## config.mk

```make
export PLATFORM = sky130hd
export DESIGN_NAME = regfile_dbg
export DESIGN_NICKNAME = d
export VERILOG_FILES = /design/src/rtl/regfile_dbg_pkg.sv /design/src/rtl/regfile_rdport.sv /design/src/rtl/regfile_dbg.sv
export SDC_FILE = /design/constraint.sdc
export NUM_CORES = 2
export LEC_CHECK = 0
export CAP_MARGIN = 20
export CORE_MARGIN = 10
export CORE_UTILIZATION = 30
export CTS_BUF_LIST = sky130_fd_sc_hd__clkbuf_4 sky130_fd_sc_hd__clkbuf_8 sky130_fd_sc_hd__clkbuf_16
export DETAILED_ROUTE_END_ITERATION = 10
export GPL_TIMING_DRIVEN = 0
export PLACE_DENSITY = 0.42
export SYNTH_ARGS = -nofsm -noshare
export SYNTH_HDL_FRONTEND = slang
export SYNTH_HIERARCHICAL = 1
export SYNTH_SLANG_ARGS = --single-unit
export TNS_END_PERCENT = 20
```

## constraint.sdc

```tcl
create_clock -name i_clk -period 70.3 [get_ports i_clk]
set_clock_uncertainty 0.1 [all_clocks]
set_input_delay 10.545 -clock i_clk [delete_from_list [all_inputs] [get_ports i_clk]]
set_output_delay 10.545 -clock i_clk [all_outputs]
set_load 0.03 [all_outputs]
```

## src/rtl/regfile_dbg_pkg.sv

```systemverilog
// Shared register-bus types, reset/enable constants and dump-engine state encodings.
package regfile_dbg_pkg;

  typedef logic [31:0] RegBus;
  typedef logic [4:0]  RegAddrBus;

  localparam logic      RstEnable   = 1'b1;
  localparam logic      WriteEnable = 1'b1;
  localparam RegBus     ZeroWord    = 32'h0000_0000;
  localparam RegAddrBus NOPRegAddr  = 5'd0;

  localparam int RegNum     = 32;
  localparam int RegNumLog2 = 5;

  typedef enum logic [1:0] {
    DBG_IDLE = 2'd0,
    DBG_SEND = 2'd1,
    DBG_DONE = 2'd2
  } dbg_state_e;

endpackage

```

## src/rtl/regfile_rdport.sv

```systemverilog
// One combinational read port: reset/enable gating, hardwired zero, write-through bypass.
module regfile_rdport
  import regfile_dbg_pkg::*;
#(
  parameter int DATA_W = 32,
  parameter int ADDR_W = 5
) (
  input  logic              i_rst,
  input  logic              i_re,
  input  logic [ADDR_W-1:0] i_raddr,
  input  logic              i_we,
  input  logic [ADDR_W-1:0] i_waddr,
  input  logic [DATA_W-1:0] i_wdata,
  input  logic [DATA_W-1:0] i_reg_data,
  output logic [DATA_W-1:0] o_rdata
);

  always_comb begin
    o_rdata = DATA_W'(ZeroWord);
    if (i_rst == RstEnable || !i_re) begin
      o_rdata = DATA_W'(ZeroWord);
    end else if (i_raddr == ADDR_W'(NOPRegAddr)) begin
      o_rdata = DATA_W'(ZeroWord);
    end else if (i_we == WriteEnable && i_waddr == i_raddr) begin
      o_rdata = i_wdata;
    end else begin
      o_rdata = i_reg_data;
    end
  end

endmodule

```

## src/rtl/regfile_dbg.sv

```systemverilog
// Two-read/one-write register file with a valid/ready debug dump engine.
//   state    | meaning
//   DBG_IDLE | waiting for i_dbg_start
//   DBG_SEND | presenting beat r_idx, snapshot held in r_data until accepted
//   DBG_DONE | one-cycle completion pulse
module regfile_dbg
  import regfile_dbg_pkg::*;
#(
  parameter int DATA_W = $bits(RegBus),
  parameter int ADDR_W = RegNumLog2,
  parameter int NREG   = RegNum
) (
  input  logic              i_clk,
  input  logic              i_rst,
  input  logic              i_we,
  input  logic [ADDR_W-1:0] i_waddr,
  input  logic [DATA_W-1:0] i_wdata,
  input  logic              i_re1,
  input  logic [ADDR_W-1:0] i_raddr1,
  output logic [DATA_W-1:0] o_rdata1,
  input  logic              i_re2,
  input  logic [ADDR_W-1:0] i_raddr2,
  output logic [DATA_W-1:0] o_rdata2,
  input  logic              i_dbg_start,
  output logic              o_dbg_busy,
  output logic              o_dbg_valid,
  input  logic              i_dbg_ready,
  output logic [ADDR_W-1:0] o_dbg_addr,
  output logic [DATA_W-1:0] o_dbg_data,
  output logic              o_dbg_done
);

  logic [DATA_W-1:0] r_regs [NREG];
  dbg_state_e        r_state;
  dbg_state_e        w_state_next;
  logic [ADDR_W-1:0] r_idx;
  logic [ADDR_W-1:0] w_idx_next;
  logic [DATA_W-1:0] r_data;
  logic [DATA_W-1:0] w_data_next;
  logic [ADDR_W-1:0] w_nxt_addr;
  logic [DATA_W-1:0] w_nxt_data;

  always_ff @(posedge i_clk or posedge i_rst) begin
    if (i_rst) begin
      for (int i = 0; i < NREG; i++) r_regs[i] <= '0;
    end else if (i_we == WriteEnable && i_waddr != ADDR_W'(NOPRegAddr)) begin
      r_regs[i_waddr] <= i_wdata;
    end
  end

  regfile_rdport #(.DATA_W(DATA_W), .ADDR_W(ADDR_W)) u_rdport1 (
    .i_rst      (i_rst),
    .i_re       (i_re1),
    .i_raddr    (i_raddr1),
    .i_we       (i_we),
    .i_waddr    (i_waddr),
    .i_wdata    (i_wdata),
    .i_reg_data (r_regs[i_raddr1]),
    .o_rdata    (o_rdata1)
  );

  regfile_rdport #(.DATA_W(DATA_W), .ADDR_W(ADDR_W)) u_rdport2 (
    .i_rst      (i_rst),
    .i_re       (i_re2),
    .i_raddr    (i_raddr2),
    .i_we       (i_we),
    .i_waddr    (i_waddr),
    .i_wdata    (i_wdata),
    .i_reg_data (r_regs[i_raddr2]),
    .o_rdata    (o_rdata2)
  );

  always_ff @(posedge i_clk or posedge i_rst) begin
    if (i_rst) begin
      r_state <= DBG_IDLE;
      r_idx   <= '0;
      r_data  <= '0;
    end else begin
      r_state <= w_state_next;
      r_idx   <= w_idx_next;
      r_data  <= w_data_next;
    end
  end

  // The next beat is captured with bypass so a write landing on the accept edge is seen.
  assign w_nxt_addr = r_idx + 1'b1;
  assign w_nxt_data = (i_we == WriteEnable && i_waddr == w_nxt_addr) ? i_wdata
                                                                     : r_regs[w_nxt_addr];

  always_comb begin
    w_state_next = r_state;
    w_idx_next   = r_idx;
    w_data_next  = r_data;
    o_dbg_busy   = 1'b0;
    o_dbg_valid  = 1'b0;
    o_dbg_done   = 1'b0;
    case (r_state)
      DBG_IDLE: begin
        if (i_dbg_start) begin
          w_state_next = DBG_SEND;
          w_idx_next   = '0;
          w_data_next  = DATA_W'(ZeroWord);
        end
      end
      DBG_SEND: begin
        o_dbg_busy  = 1'b1;
        o_dbg_valid = 1'b1;
        if (i_dbg_ready) begin
          if (r_idx == ADDR_W'(NREG - 1)) begin
            w_state_next = DBG_DONE;
          end else begin
            w_idx_next  = w_nxt_addr;
            w_data_next = w_nxt_data;
          end
        end
      end
      DBG_DONE: begin
        o_dbg_done   = 1'b1;
        w_state_next = DBG_IDLE;
        w_idx_next   = '0;
        w_data_next  = DATA_W'(ZeroWord);
      end
      default: w_state_next = DBG_IDLE;
    endcase
  end

  assign o_dbg_addr = r_idx;
  assign o_dbg_data = r_data;

endmodule

```

==> summary.txt <==
Clocking
  • CTS Sinks: 1063
  • H-tree levels: 4
  • CTS hold repair buffers: 0
  • CTS Root Cell: clkbuf_16
  • Total CTS buffers: 137
  • CTS tree: built
  • Post-CTS setup buffers: 0
  • CTS Buffer Depth: 3
  • Clk_lat worst skew: 0.81 ns
  • Clock transition at path regs: 0.06 ns
  • CTS resizes: 0

Routing
  • Via Count: 49308
  • Drt total wl: 327.4 mm
  • Detailed Routing Iterations Pass 1: 11
  • Residual DRC: 2
  • Post-route ant nets: 0
  • Avg WL per Cell: 41.37 microns
  • Vias per cell: 6.231
  • DRT iter0 DRCs: 6080

Synth
  • Mapped Nets: 4614
  • Most common cell in the netlist: dfrtp_1
  • Mapped cell area: 0.06513 sq mm
  • Post-Syn Area per Cell: 14.29 sq um
  • Main flop type after synthesis: dfrtp_1
  • Biggest area consumer among synthesized cells: dfrtp_1
  • EDFF count, synth: 0
  • Register area share after synthesis: 40.84%
  • Synth top area share: 40.84%
  • YS warnings: 6
  • Largest cells by area after synthesis: dfrtp_1 (41%), mux4_2 (28%), mux2_2 (18%), nand2_1 (2.5%), clkbuf_1 (1.9%)
  • Distinct cells, synth: 45
  • Post-synthesis register bit count: 1063
  • Top cells by count, synth: dfrtp_1 (1063), mux2_2 (1056), mux4_2 (803)
  • Mapped Cells: 4558
  • Ys async rst share: 100.0%

Pwr
  • Sw Pwr: 1.014 mW
  • Clk pwr share: 27.8%
  • Cell internal pwr: 1.587 mW
  • VDD IR max: 0.03110 mV
  • Combinational power share: 39.2%
  • Sequential fraction of design power: 33.0%
  • P_leak: 30.81 nW
  • Switching Share: 38.98%
  • Pwr Density: 33.80 mW/mm^2

Placed design
  • IO Port Bufs: 157
  • DP HPWL: 237.8 mm
  • RD Place Congestion: 0.9074

Critical path
  • Crit path kind: in2out
  • CP endpoint kind: primary output
  • CP arrival: 15.62 ns
  • Startpoint Class: primary input
  • Worst EP required: 59.65 ns
  • Crit-path max FO: 10

Timing
  • Peak Freq: 0.03808 GHz
  • Final setup fails: 0
  • Fin crit share: 37.36%
  • Fin crit period: 26.26 ns
  • Slew margin rel.: 9.914%
  • WHS: 0.3901 ns
  • Unrepaired setup endpoints after global routing: false
  • Worst Max-Slew Pin Slew: 1.351 ns
  • Slew Viols, Final: 0
  • Final hold violation count: 0
  • Fin Setup TNS: 0 ns

Die
  • Die W: 485.9 microns
  • Die area: 0.2361 sq mm
  • Die span in y: 485.9 microns
  • Site Rows: 170
  • I/O pin count: 158
  • Initial core utilization: 30.26%
  • Total core area: 0.2153 sq mm

Global routing
  • Pin count of the biggest net entering global routing: 115
  • Initial antenna violation count: 10
  • Global-route wire length before repair: 440.0 mm
  • Tot GR Track Use: 27.03%
  • Vias in the first global route: 49271
  • Total grt overflow: 0

Cells and area
  • Share of layout cells above drive strength 1: 47.50%
  • Nets: 5038
  • Area growth syn-to-layout: 18.14%

Min path
  • Min-Delay Path Class: reg2reg

Flow run
  • Max_cap viols: 0

Outcome
  • Status: finished, violations left
  • Failing checks: DRC
power by group through the flow:
stage | clock [mW] | combinational, mW | sequential (mW)
after global placement | 0 | 0.965 | 0.859
after global routing | 0.758 | 1.04 | 0.872
after floorplan | 0 | 0.581 | 0.829
after CTS | 0.735 | 0.998 | 0.852
after detailed placement | 0 | 0.993 | 0.863
final | 0.723 | 1.02 | 0.858
path summary, 6_finish.rpt:
kind / startpoint / to / slack, ns / cells past startpoint
max: i_raddr1[1] / o_rdata1[15] / 44.04 / 9
min: r_state[1]$_DFFE_PP0P_ / r_state[0]$_DFFE_PP0P_ / 0.39 / 1
max reg2reg: o_dbg_addr[1]$_DFFE_PP0P_ / o_dbg_data[21]$_DFFE_PP0P_ / 65.71 / 9
min reg2reg: r_state[1]$_DFFE_PP0P_ / r_state[0]$_DFFE_PP0P_ / 0.39 / 1
max in group asynchronous: i_rst / r_regs[923]$_DFFE_PP0P_ / 57.79 / 6
min in group asynchronous: i_rst / r_regs[369]$_DFFE_PP0P_ / 10.14 / 2
layer usage:
metal	global-route usage, %	wire length (microns)	vias to the layer above
li1	-	-	18742
met1	35.29	132100	26849
met2	41.05	144700	2968
met3	7.002	29060	745
met4	14.55	21530	4
met5	0	47	-
layout make-up:
cell class	count	area, sq um
Fill cell	20903	138300
Antenna cell	3	7.507
Inverter	1	11.26
Clock inverter	31	341.6
Clock buffer	198	4141
Tap cell	2838	3551
Multi-Input combinational cell	2952	36220
Timing Repair Buffer	285	3717
Buffer	542	2354
Sequential cell	1063	26600
flip-flops by register name (all words and copies together) (netlist names):
name	cells
r_state	2
o_dbg_data	32
o_dbg_addr	5
r_regs	1024
worst max-delay path: stages:
cell and delay, ns:
clkdlybuf4s50_1 0.90, clkbuf_1 0.91, clkbuf_1 0.87, mux4_2 0.40
mux4_2 0.32, mux2_2 0.17, nand2_1 0.05, o21ai_0 0.62
clkdlybuf4s50_1 0.82
metrics by stage:
stage / area, sq um / power [mW] / worst slack [ns] / util (%) / cells
6_report: 76940 / 2.601 / 44.04 / 35.74 / 7913
5_1_grt: 76930 / 2.673 / 43.95 / 35.74 / 7910
4_1_cts: 76830 / 2.585 / 44.15 / 35.69 / 7903
3_5_place_dp: 72350 / 1.856 / 44.14 / 33.61 / 7674
3_3_place_gp: 70250 / 1.823 / 13.90 / 32.64 / 7553
2_1_floorplan: 65130 / 1.410 / 29.73 / - / 4558
cells by family (layout without fill, tap and decap cells):
logic type	Yosys count	after routing	synth area share (%)
adders and majority gates	2	2	0.03842
xor gates and xnor gates	19	19	0.2786
AOI/OAI and AO/OA	296	296	2.993
DFF	1063	1063	40.84
muxes	1954	1954	47.49
and+or+nand+nor	681	681	4.797
buffers and inverters	543	1057	3.564
other	0	3	0
placed cells by master, fill, tap and decap left out, drive strengths merged, types with 3 or more instances in the layout:
master	netlist	layout
nand3b	5	5
and2	5	5
nor3b	34	34
clkdlybuf4s50	0	157
nor2	26	26
bufinv	0	5
clkbuf	325	523
o21ai	131	131
mux2i	95	95
a32oi	93	93
buf	217	345
dfrtp	1063	1063
mux2	1056	1056
clkinv	0	18
mux4	803	803
nand2b	3	3
inv	1	7
nand4	96	96
xnor2	7	7
nand2	428	428
nand3	65	65
xor2	12	12
o211ai	31	31
diode	0	3
nor3	4	4
and3	3	3
nor2b	5	5
a21oi	32	32
Power figures use the tool's default switching activity.
